## src/rtl/udp_pixel_parser_pkg.sv

```systemverilog
// Shared types and constants for the UDP pixel parser.
package udp_pixel_parser_pkg;

  // Parser states: waiting for a packet, inside the header, inside pixel payload.
  typedef enum logic [1:0] {
    S_IDLE,
    S_HDR,
    S_PIX
  } state_e;

  // Pixel format encodings as seen on i_mode.
  localparam logic MODE_RGB565 = 1'b0;
  localparam logic MODE_RGB888 = 1'b1;

  // Bytes per pixel for each format.
  localparam int unsigned BPP_RGB565 = 2;
  localparam int unsigned BPP_RGB888 = 3;

endpackage

```

## src/rtl/udp_pixel_parser_if.sv

```systemverilog
// Byte-stream receive interface carrying UDP payload bytes into the parser.
interface udp_pixel_parser_if;
  logic       udp_rx_valid;
  logic       udp_rx_last;
  logic [7:0] udp_rx_data;

  modport master (
    output udp_rx_valid,
    output udp_rx_last,
    output udp_rx_data
  );

  modport slave (
    input udp_rx_valid,
    input udp_rx_last,
    input udp_rx_data
  );
endinterface

```

## src/rtl/udp_pixel_parser_px_expand.sv

```systemverilog
// Expands one colour field to CH_W bits: MSB-aligned, low bits filled by
// repeating the field from its MSB. Narrow fields are SRC_W bits in the low end
// of field_i; when wide_i is set the whole byte is the field.
module px_expand #(
  parameter int unsigned SRC_W = 5,
  parameter int unsigned CH_W  = 8
) (
  input  logic [7:0]      field_i,
  input  logic            wide_i,
  output logic [CH_W-1:0] ch_o
);

  // Bit i below the output MSB takes field bit (i mod width) below the field MSB.
  always_comb begin
    ch_o = '0;
    for (int i = 0; i < int'(CH_W); i++) begin
      if (wide_i) begin
        ch_o[int'(CH_W) - 1 - i] = field_i[7 - (i % 8)];
      end else begin
        ch_o[int'(CH_W) - 1 - i] = field_i[int'(SRC_W) - 1 - (i % int'(SRC_W))];
      end
    end
  end

endmodule

```

## src/rtl/udp_pixel_parser.sv

```systemverilog
// Parses UDP payload packets (line-index header followed by RGB565/RGB888
// pixels) into per-channel pixel outputs with start/end-of-line tags.
module udp_pixel_parser
  import udp_pixel_parser_pkg::*;
#(
  parameter int unsigned CH_W      = 8,
  parameter int unsigned HDR_BYTES = 2
) (
  input  logic                i_clk,
  input  logic                i_rst_n,
  udp_pixel_parser_if.slave   rx,
  input  logic                i_mode,
  output logic [CH_W-1:0]     o_channel_R,
  output logic [CH_W-1:0]     o_channel_G,
  output logic [CH_W-1:0]     o_channel_B,
  output logic                o_valid,
  output logic [15:0]         o_line,
  output logic                o_sol,
  output logic                o_eol,
  output logic                o_err_partial,
  output logic [15:0]         o_pkt_count,
  output logic [15:0]         o_err_count
);

  localparam logic [1:0] HdrLastIdx = 2'(HDR_BYTES - 1);

  state_e          state_q, state_d;
  logic            mode_q, mode_d;
  logic [1:0]      hdr_idx_q, hdr_idx_d;
  logic [7:0]      line_hi_q, line_hi_d, line_lo_q, line_lo_d;
  logic [15:0]     line_q, line_d;
  logic [1:0]      bcnt_q, bcnt_d;
  logic [7:0]      b0_q, b0_d, b1_q, b1_d;
  logic            first_q, first_d;
  logic            valid_q, valid_d, sol_q, sol_d, eol_q, eol_d, err_q, err_d;
  logic [CH_W-1:0] r_q, r_d, g_q, g_d, b_q, b_d;
  logic [15:0]     pkt_q, pkt_d, errc_q, errc_d;

  logic [7:0]      r_field, g_field, b_field;
  logic [CH_W-1:0] r_exp, g_exp, b_exp;
  logic [1:0]      bcnt_last;

  // Route the held bytes plus the current byte into the three channel fields.
  always_comb begin
    if (mode_q == MODE_RGB888) begin
      r_field = b0_q;
      g_field = b1_q;
      b_field = rx.udp_rx_data;
    end else begin
      r_field = {3'b000, b0_q[7:3]};
      g_field = {2'b00, b0_q[2:0], rx.udp_rx_data[7:5]};
      b_field = {3'b000, rx.udp_rx_data[4:0]};
    end
  end

  px_expand #(.SRC_W(5), .CH_W(CH_W)) u_exp_r (
    .field_i (r_field),
    .wide_i  (mode_q),
    .ch_o    (r_exp)
  );
  px_expand #(.SRC_W(6), .CH_W(CH_W)) u_exp_g (
    .field_i (g_field),
    .wide_i  (mode_q),
    .ch_o    (g_exp)
  );
  px_expand #(.SRC_W(5), .CH_W(CH_W)) u_exp_b (
    .field_i (b_field),
    .wide_i  (mode_q),
    .ch_o    (b_exp)
  );

  assign bcnt_last = (mode_q == MODE_RGB888) ? 2'(BPP_RGB888 - 1) : 2'(BPP_RGB565 - 1);

  // Next-state and output decode; all state holds when no byte is offered.
  always_comb begin
    state_d   = state_q;
    mode_d    = mode_q;
    hdr_idx_d = hdr_idx_q;
    line_hi_d = line_hi_q;
    line_lo_d = line_lo_q;
    line_d    = line_q;
    bcnt_d    = bcnt_q;
    b0_d      = b0_q;
    b1_d      = b1_q;
    first_d   = first_q;
    valid_d   = 1'b0;
    sol_d     = 1'b0;
    eol_d     = 1'b0;
    err_d     = 1'b0;
    r_d       = r_q;
    g_d       = g_q;
    b_d       = b_q;
    pkt_d     = pkt_q;
    errc_d    = errc_q;
    if (rx.udp_rx_valid) begin
      unique case (state_q)
        S_IDLE: begin
          mode_d    = i_mode;
          line_hi_d = rx.udp_rx_data;
          hdr_idx_d = 2'd1;
          bcnt_d    = 2'd0;
          if (rx.udp_rx_last) begin
            err_d  = 1'b1;
            errc_d = errc_q + 16'd1;
          end else begin
            state_d = S_HDR;
          end
        end
        S_HDR: begin
          if (hdr_idx_q == 2'd1) line_lo_d = rx.udp_rx_data;
          if (hdr_idx_q == HdrLastIdx) begin
            line_d = {line_hi_q, (hdr_idx_q == 2'd1) ? rx.udp_rx_data : line_lo_q};
            if (rx.udp_rx_last) begin
              pkt_d   = pkt_q + 16'd1;
              state_d = S_IDLE;
            end else begin
              first_d = 1'b1;
              state_d = S_PIX;
            end
          end else if (rx.udp_rx_last) begin
            err_d   = 1'b1;
            errc_d  = errc_q + 16'd1;
            state_d = S_IDLE;
          end else begin
            hdr_idx_d = hdr_idx_q + 2'd1;
          end
        end
        S_PIX: begin
          if (bcnt_q == bcnt_last) begin
            valid_d = 1'b1;
            sol_d   = first_q;
            eol_d   = rx.udp_rx_last;
            first_d = 1'b0;
            bcnt_d  = 2'd0;
            r_d     = r_exp;
            g_d     = g_exp;
            b_d     = b_exp;
            if (rx.udp_rx_last) begin
              pkt_d   = pkt_q + 16'd1;
              state_d = S_IDLE;
            end
          end else begin
            if (bcnt_q == 2'd0) b0_d = rx.udp_rx_data;
            else                b1_d = rx.udp_rx_data;
            bcnt_d = bcnt_q + 2'd1;
            if (rx.udp_rx_last) begin
              err_d   = 1'b1;
              errc_d  = errc_q + 16'd1;
              state_d = S_IDLE;
            end
          end
        end
        default: state_d = S_IDLE;
      endcase
    end
  end

  // State and output registers.
  always_ff @(posedge i_clk or negedge i_rst_n) begin
    if (!i_rst_n) begin
      state_q   <= S_IDLE;
      mode_q    <= MODE_RGB565;
      hdr_idx_q <= 2'd0;
      line_hi_q <= '0;
      line_lo_q <= '0;
      line_q    <= '0;
      bcnt_q    <= 2'd0;
      b0_q      <= '0;
      b1_q      <= '0;
      first_q   <= 1'b0;
      valid_q   <= 1'b0;
      sol_q     <= 1'b0;
      eol_q     <= 1'b0;
      err_q     <= 1'b0;
      r_q       <= '0;
      g_q       <= '0;
      b_q       <= '0;
      pkt_q     <= '0;
      errc_q    <= '0;
    end else begin
      state_q   <= state_d;
      mode_q    <= mode_d;
      hdr_idx_q <= hdr_idx_d;
      line_hi_q <= line_hi_d;
      line_lo_q <= line_lo_d;
      line_q    <= line_d;
      bcnt_q    <= bcnt_d;
      b0_q      <= b0_d;
      b1_q      <= b1_d;
      first_q   <= first_d;
      valid_q   <= valid_d;
      sol_q     <= sol_d;
      eol_q     <= eol_d;
      err_q     <= err_d;
      r_q       <= r_d;
      g_q       <= g_d;
      b_q       <= b_d;
      pkt_q     <= pkt_d;
      errc_q    <= errc_d;
    end
  end

  assign o_channel_R   = r_q;
  assign o_channel_G   = g_q;
  assign o_channel_B   = b_q;
  assign o_valid       = valid_q;
  assign o_line        = line_q;
  assign o_sol         = sol_q;
  assign o_eol         = eol_q;
  assign o_err_partial = err_q;
  assign o_pkt_count   = pkt_q;
  assign o_err_count   = errc_q;

endmodule

```

## src/flat_wrapper.sv

```systemverilog
// flat-port wrapper written by rule: the top's interface ports become plain ports
module udp_pixel_parser_flat import udp_pixel_parser_pkg::*;
#(
  parameter int unsigned CH_W      = 8,
  parameter int unsigned HDR_BYTES = 2
)
  (i_clk, i_rst_n, i_mode, o_channel_R, o_channel_G, o_channel_B, o_valid, o_line, o_sol, o_eol, o_err_partial, o_pkt_count, o_err_count, rx_udp_rx_valid, rx_udp_rx_last, rx_udp_rx_data);
  udp_pixel_parser_if rx_i ();
  input  logic i_clk;
  input  logic i_rst_n;
  input  logic i_mode;
  output logic [CH_W-1:0] o_channel_R;
  output logic [CH_W-1:0] o_channel_G;
  output logic [CH_W-1:0] o_channel_B;
  output logic o_valid;
  output logic [15:0] o_line;
  output logic o_sol;
  output logic o_eol;
  output logic o_err_partial;
  output logic [15:0] o_pkt_count;
  output logic [15:0] o_err_count;
  input wire logic [$bits(rx_i.udp_rx_valid)-1:0] rx_udp_rx_valid;
  input wire logic [$bits(rx_i.udp_rx_last)-1:0] rx_udp_rx_last;
  input wire logic [$bits(rx_i.udp_rx_data)-1:0] rx_udp_rx_data;
  assign rx_i.udp_rx_valid = rx_udp_rx_valid;
  assign rx_i.udp_rx_last = rx_udp_rx_last;
  assign rx_i.udp_rx_data = rx_udp_rx_data;
  udp_pixel_parser #(.CH_W(CH_W), .HDR_BYTES(HDR_BYTES)) u_core (.i_clk(i_clk), .i_rst_n(i_rst_n), .rx(rx_i), .i_mode(i_mode), .o_channel_R(o_channel_R), .o_channel_G(o_channel_G), .o_channel_B(o_channel_B), .o_valid(o_valid), .o_line(o_line), .o_sol(o_sol), .o_eol(o_eol), .o_err_partial(o_err_partial), .o_pkt_count(o_pkt_count), .o_err_count(o_err_count));
endmodule
```

## config.mk

```make
export PLATFORM = sky130hd
export DESIGN_NAME = udp_pixel_parser_flat
export DESIGN_NICKNAME = d
export VERILOG_FILES = /design/src/rtl/udp_pixel_parser_pkg.sv /design/src/rtl/udp_pixel_parser_if.sv /design/src/rtl/udp_pixel_parser_px_expand.sv /design/src/rtl/udp_pixel_parser.sv /design/src/flat_wrapper.sv
export SDC_FILE = /design/constraint.sdc
export NUM_CORES = 1
export LEC_CHECK = 0
export CAP_MARGIN = 40
export CORE_MARGIN = 2
export CORE_UTILIZATION = 46
export CTS_BUF_LIST = sky130_fd_sc_hd__clkbuf_4
export DETAILED_ROUTE_END_ITERATION = 7
export GPL_TIMING_DRIVEN = 0
export HOLD_SLACK_MARGIN = 0.03
export PLACE_DENSITY = 0.72
export REMOVE_ABC_BUFFERS = 1
export SETUP_SLACK_MARGIN = 0.3
export SYNTH_ARGS = -nofsm -noshare
export SYNTH_HDL_FRONTEND = slang
export SYNTH_SLANG_ARGS = --single-unit
```

## constraint.sdc

```tcl
create_clock -name i_clk -period 5.3 [get_ports i_clk]
set_input_delay 1.06 -clock i_clk [delete_from_list [all_inputs] [get_ports i_clk]]
set_output_delay 1.06 -clock i_clk [all_outputs]
set_load 0.1 [all_outputs]
```

Word-level counts from Yosys, hierarchy flattened
Index checks and enable logic that the tools add are counted.
Widths: inputs -> output; s select.
{ "totals": {"out_inout_bits": 76, "elab_cells": 115, "regBits": 108, "inputBits": 13} }
{ "classes": {"add_sub_neg": 4, "n_mux": 64, "n_reduce_logical": 17, "bitwise": 2, "eq_ne": 10} }
{ "ops": {"columns": ["op", "n"], "rows": [
  ["$mux 16", 6],
  ["$pmux 16 s3", 1],
  ["$mux 1", 40],
  ["$add 16x1->16 const B", 2],
  ["$pmux 16 s2", 1],
  ["$mux 8", 3],
  ["$reduce_and 4->1", 5],
  ["$mux 2", 8],
  ["$ne 2x2->1 const B", 4],
  ["$pmux 2 s2", 2],
  ["$pmux 2 s3", 1],
  ["$reduce_and 2->1", 3],
  ["$reduce_and 3->1", 2],
  ["$reduce_bool 2->1", 3],
  ["$reduce_and 5->1", 1],
  ["$add 2x1->2 const B", 2],
  ["$eq 2x1->1 const B", 2],
  ["$logic_not 2->1", 2],
  ["$ne 2x1->1 const B", 2],
  ["$pmux 1 s3", 1],
  ["$reduce_bool 3->1", 1],
  ["$eq 2x2->1", 1],
  ["$eq 2x2->1 const B", 1],
  ["$not 1->1", 2],
  ["$pmux 1 s2", 1]
]} }

Depth between registers and ports, before layout
{ "depth": {"depth_word": 5, "ltp_mapped": 8, "mapped_depth_nobuf": 6} }

Modules after synthesis
Synthesis repeated with hierarchy kept, for this count alone.
{ "unflattened": {"cells_unflattened": 391, "area_unflattened_um2": 5246.3} }
{ "by_module_without_submodules": {"columns": ["module", "seq_area_each_um2", "area_each_um2", "instances", "cells_per_inst"], "rows": [
  ["udp_pixel_parser", 2702.6, 4852.2, 1, 364],
  ["px_expand", 0.0, 131.4, 3, 9]
]} }

Least setup slack after synthesis
Ideal clock, no wire load.
{ "synth_path": {"path_type": "register -> register", "startpoint": "reg u_core.errc_q[0] (netlist: u_core.o_err_count[0])", "endpoint": "reg u_core.errc_q[6] (netlist: u_core.o_err_count[6])", "stages_incl_launch_ff": 6, "t_required_ns": 5.141, "n_path_buf": 0, "setup_ns": 0.159, "period_less_slack_ns": 2.307, "t_arrival_ns": 2.148, "path_slack_ns": 2.993, "cell_sequence": "dfrtp_1 > ha_1 > nand3_1 > nor4_1 > nand4_1 > xnor2_1"} }
{ "synth_between": {"elab_chain_cells": 4, "elab_cells_between_ends": 5, "cone_classes": "add/sub (1); mux (4)"} }
{ "synth_lines": {"columns": ["element", "line", "source"], "rows": [
  ["from (decl)", "udp_pixel_parser.sv:37", "logic [15:0] pkt_q, pkt_d, errc_q, errc_d;"],
  ["from (signal assigned)", "udp_pixel_parser.sv:199", "errc_q <= errc_d;"],
  ["$add 16x1->16 *", "udp_pixel_parser.sv:104, udp_pixel_parser.sv:122, udp_pixel_parser.sv:148", null],
  ["$mux 16 *", "udp_pixel_parser.sv:102, udp_pixel_parser.sv:120, udp_pixel_parser.sv:146", null],
  ["$mux 16 (on tied branches)", "udp_pixel_parser.sv:129, udp_pixel_parser.sv:111", null],
  ["$pmux 16 s3 *", "udp_pixel_parser.sv:96", "unique case (state_q)"]
]} }
Mark *: on every way between the ends. The rest lies on a longest branch, timed or not. The select of a mux whose other input is x is not followed.
A chain may end at the register's enable or synchronous reset.

Final worst setup path
{ "layout_path": {"startpoint": "in rx_udp_rx_valid", "endpoint": "reg u_core.errc_q[8] (netlist: u_core.o_err_count[8])"} }
{ "layout_between": {"elab_chain_cells": 1} }
{ "layout_lines": {"columns": ["element", "line", "source"], "rows": [
  ["from (decl)", "flat_wrapper.sv:22", "input wire logic [$bits(rx_i.udp_rx_valid)-1:0] rx_udp_rx_valid;"],
  ["$reduce_and 4->1 (no source line)", null, null]
]} }
Every way passes these cells.

==> key figures <==
Outcome
  • Status: complete, no violations

Setup path
  • Setup CP Type: in2reg
  • CP max stage delay: approximately 0.86 ns
  • Worst EP arrival: 3.41 ns
  • Critical-path cell list: clkdlybuf4s50_1 -> nand2_2 -> nor4_1 -> nand3_1 -> xnor2_1
  • Setup crit end kind: flip-flop
  • Worst Setup Start Kind: input pin
  • CP bufs+invs: 1
  • Data required, critical path: 5.65 ns
  • Crit path max-delay family: simple AND/OR/NAND/NOR gates
  • Critical path fanouts, max: 14
  • Critical Path Slowest Stage Cell: clkdlybuf4s50_1

Drt
  • Drt total wl: 11000 µm
  • Detailed-route via count: 3643
  • Drt first pass iters: 4
  • ANT nets after route: 0
  • WL/cell: between 15 and 20 µm
  • Via/cell ratio: 5.22
  • Drt drc: 0
  • Initial drt markers: 87

STA
  • Final Skew: 0.0191 ns
  • Clock period minus worst slack: 3.06 ns
  • Fin. Hold Viols: 0
  • Final slew viol count: 0
  • FMAX: 327 MHz
  • WHS: 0.486 ns
  • Period utilisation layout: 57.7%
  • Crit path setup slack, layout: between 2 and 2.5 ns
  • Unrepaired setup endpoints after global routing: no
  • Max transition margin: 40.0%
  • Worst Tran Pin Value: 0.891 ns
  • Setup violators final: 0

Synthesis
  • Sequential share of the synthesized area: a little under three fifths
  • Synthesized flop and latch total: ~110
  • Unique masters post-synth: 50
  • Synth area leaders: dfrtp_1 (56%), mux2_2 (11%), nand2_1 (3.0%), xor2_1 (2.9%), xnor2_1 (2.6%)
  • Synth Warn #: 0
  • Leading area contributor after synthesis: dfrtp_1
  • Synth async-reset ratio: 100%
  • Share of the synthesized area in the top cell type: 56.4%
  • Top_reg_cell synth: dfrtp_1
  • Mean Syn Cell Area: 12.2 µm²
  • Cell Area, Synth: about 0.0048 mm²
  • Post-Syn Instances: 394
  • Number of synthesized flops with an enable pin: 0

Placed design
  • Post-placement setup slack: 1.81 ns
  • Dpl cells: 682
  • Buffers on Ports: 88
  • Dpl hpwl: 8040 µm
  • Routability congestion estimate: approximately 0.80

Global route
  • Initial antenna violation count: 0
  • Vias in the first global route: 3701
  • GRT Overall Usage: between 20% and 30%
  • First-pass GRT wire length: 18500 µm
  • Largest net degree at the start of global routing: 64
  • Global route overflow: 0

Die
  • Die area: 0.0112 mm²
  • Core Area: 0.0102 mm²
  • # IOs: 89
  • Die H: 106 µm
  • Die span in x: 106 µm
  • Rows: 37
  • Starting density of the core: 46.8%

CTS
  • Post_cts resized: 0
  • Root buf cell: clkbuf_4
  • CTS sink cnt: between 100 and 150
  • CTS buffer count: 9
  • CTS max path bufs: 2
  • Reg clk slew, reported paths: about 0.17 ns
  • Post CTS Setup Buffer Count: 0
  • CTS tree: done
  • Hold_buf cts: 0
  • H-tree levels: 3
  • Worst-Skew Late Latency: 0.45 ns

Cells and area
  • Layout cell share with drive strength beyond 1: approximately 27%
  • Leading cell type in the layout, fill and taps excluded: dfrtp_1
  • Final nets: 579
  • Commonest cells after routing, fill and taps aside: dfrtp_1 (108), clkdlybuf4s50_1 (87), buf_8 (67)
  • Synthesis-to-layout area growth: 51.3%
  • Fin cells: 698
  • Antenna cells: 0
  • Final core occ: 70.8%

Power and ir drop
  • PwrDens: between 600 and 700 mW/mm²
  • Worst VDD drop: about 0.60 mV
  • Leakage: about 3.2 nW
  • Power Total: 0.00461 W

Worst hold path
  • Worst hold path type: reg2reg

Flow run
  • MaxCap Viol Count: 0
-- through the flow --
| step | setup TNS (ns) | cell area [µm²] |
|---|---|---|
| final | 0 | 7250 |
| after global routing | 0 | 7250 |
| after CTS | 0 | 7250 |
| after detailed placement | 0 | 7110 |
| after global placement | -96.08 | 5770 |
| after floorplan | 0 | 4720 |
-- metal layers --
metal | part of all wire (%) | routed length (µm) | track usage, %
met5 | 0 | 0 | 0
met4 | 1.4 | 157 | 4.98
met3 | 3.8 | 422 | 4.84
met2 | 52 | 5760 | 36.2
met1 | 43 | 4700 | 26.6
-- cell usage after synthesis, types with 2 or more instances --
master and n:
xor2_1 16, buf_2 3, nor2b_1 6, nand2_1 38
o21ai_0 23, a21oi_1 12, nor3_1 4, nor2_1 6
nor4_1 9, ha_1 9, and3_1 10, and2_1 2
a22o_1 2, inv_1 8, xnor2_1 14, dfrtp_1 108
nor4b_2 3, a211oi_1 2, and4_1 2, nand4_1 8
mux2_2 47, clkbuf_1 9, mux2i_1 11, nand3_1 16
-- worst paths after layout --
path	slack (ns)	end	cells past startpoint	from
worst min-delay path	0.49	u_core.o_pkt_count[15]$_DFFE_PN0P_	1	u_core.o_pkt_count[15]$_DFFE_PN0P_
worst min register to register	0.49	u_core.o_pkt_count[15]$_DFFE_PN0P_	1	u_core.o_pkt_count[15]$_DFFE_PN0P_
worst max register to register	2.88	u_core.b1_q[5]$_DFFE_PN0P_	5	u_core.state_q[0]$_DFFE_PN0P_
max in group asynchronous	4.00	u_core.o_channel_B[0]$_DFFE_PN0P_	2	i_rst_n
worst max-delay path	2.24	u_core.o_err_count[8]$_DFFE_PN0P_	5	rx_udp_rx_valid
min in group asynchronous	0.60	u_core.o_channel_G[1]$_DFFE_PN0P_	1	i_rst_n
-- registers in the layout, indices dropped and copies added, names as in the netlist, 2 cells and up --
register,flops
u_core.b0_q,8
u_core.b1_q,8
u_core.bcnt_q,2
u_core.hdr_idx_q,2
u_core.line_hi_q,8
u_core.o_channel_B,8
u_core.o_channel_G,8
u_core.o_channel_R,8
u_core.o_err_count,16
u_core.o_line,16
u_core.o_pkt_count,16
u_core.state_q,2
-- where the power goes --
group | switching [W] | internal, W | leakage [nW]
Combinational | 0.00177 | 0.00114 | 1.77
Sequential | 0.000203 | 0.00110 | 1.39
Clock | 0.000294 | 0.000110 | 0.0740
Total | 0.00227 | 0.00234 | 3.23
-- logic make-up (layout without fill, tap and decap cells) --
kind of cell | Yosys count | after routing | share of synthesized area, %
muxes | 59 | 59 | 13.6
buffers and inverters | 23 | 191 | 2.11
and+or+nand+nor | 116 | 116 | 13.9
DFF | 108 | 108 | 56.4
adders and majority gates | 9 | 9 | 2.35
xor gates and xnor gates | 30 | 30 | 5.48
AOI/OAI and AO/OA | 49 | 49 | 6.19
-- worst reg2reg max path, stage by stage (launching register included) --
cell and delay (ns):
dfrtp_1 0.47, inv_1 0.11, ha_1 0.41, nand2_1 0.29, nor2_1 0.65, mux2_2 0.41
-- final cells by class --
type	instances	area, µm²
Multi-Input combinational cell	263	2000
Tap cell	136	170
Fill cell	683	2980
Clock buffer	9	67.6
Sequential cell	108	2700
Timing Repair Buffer	167	2210
Clock inverter	7	66.3
Inverter	8	30.0
Note: power is estimated with default switching activity, not from simulation.
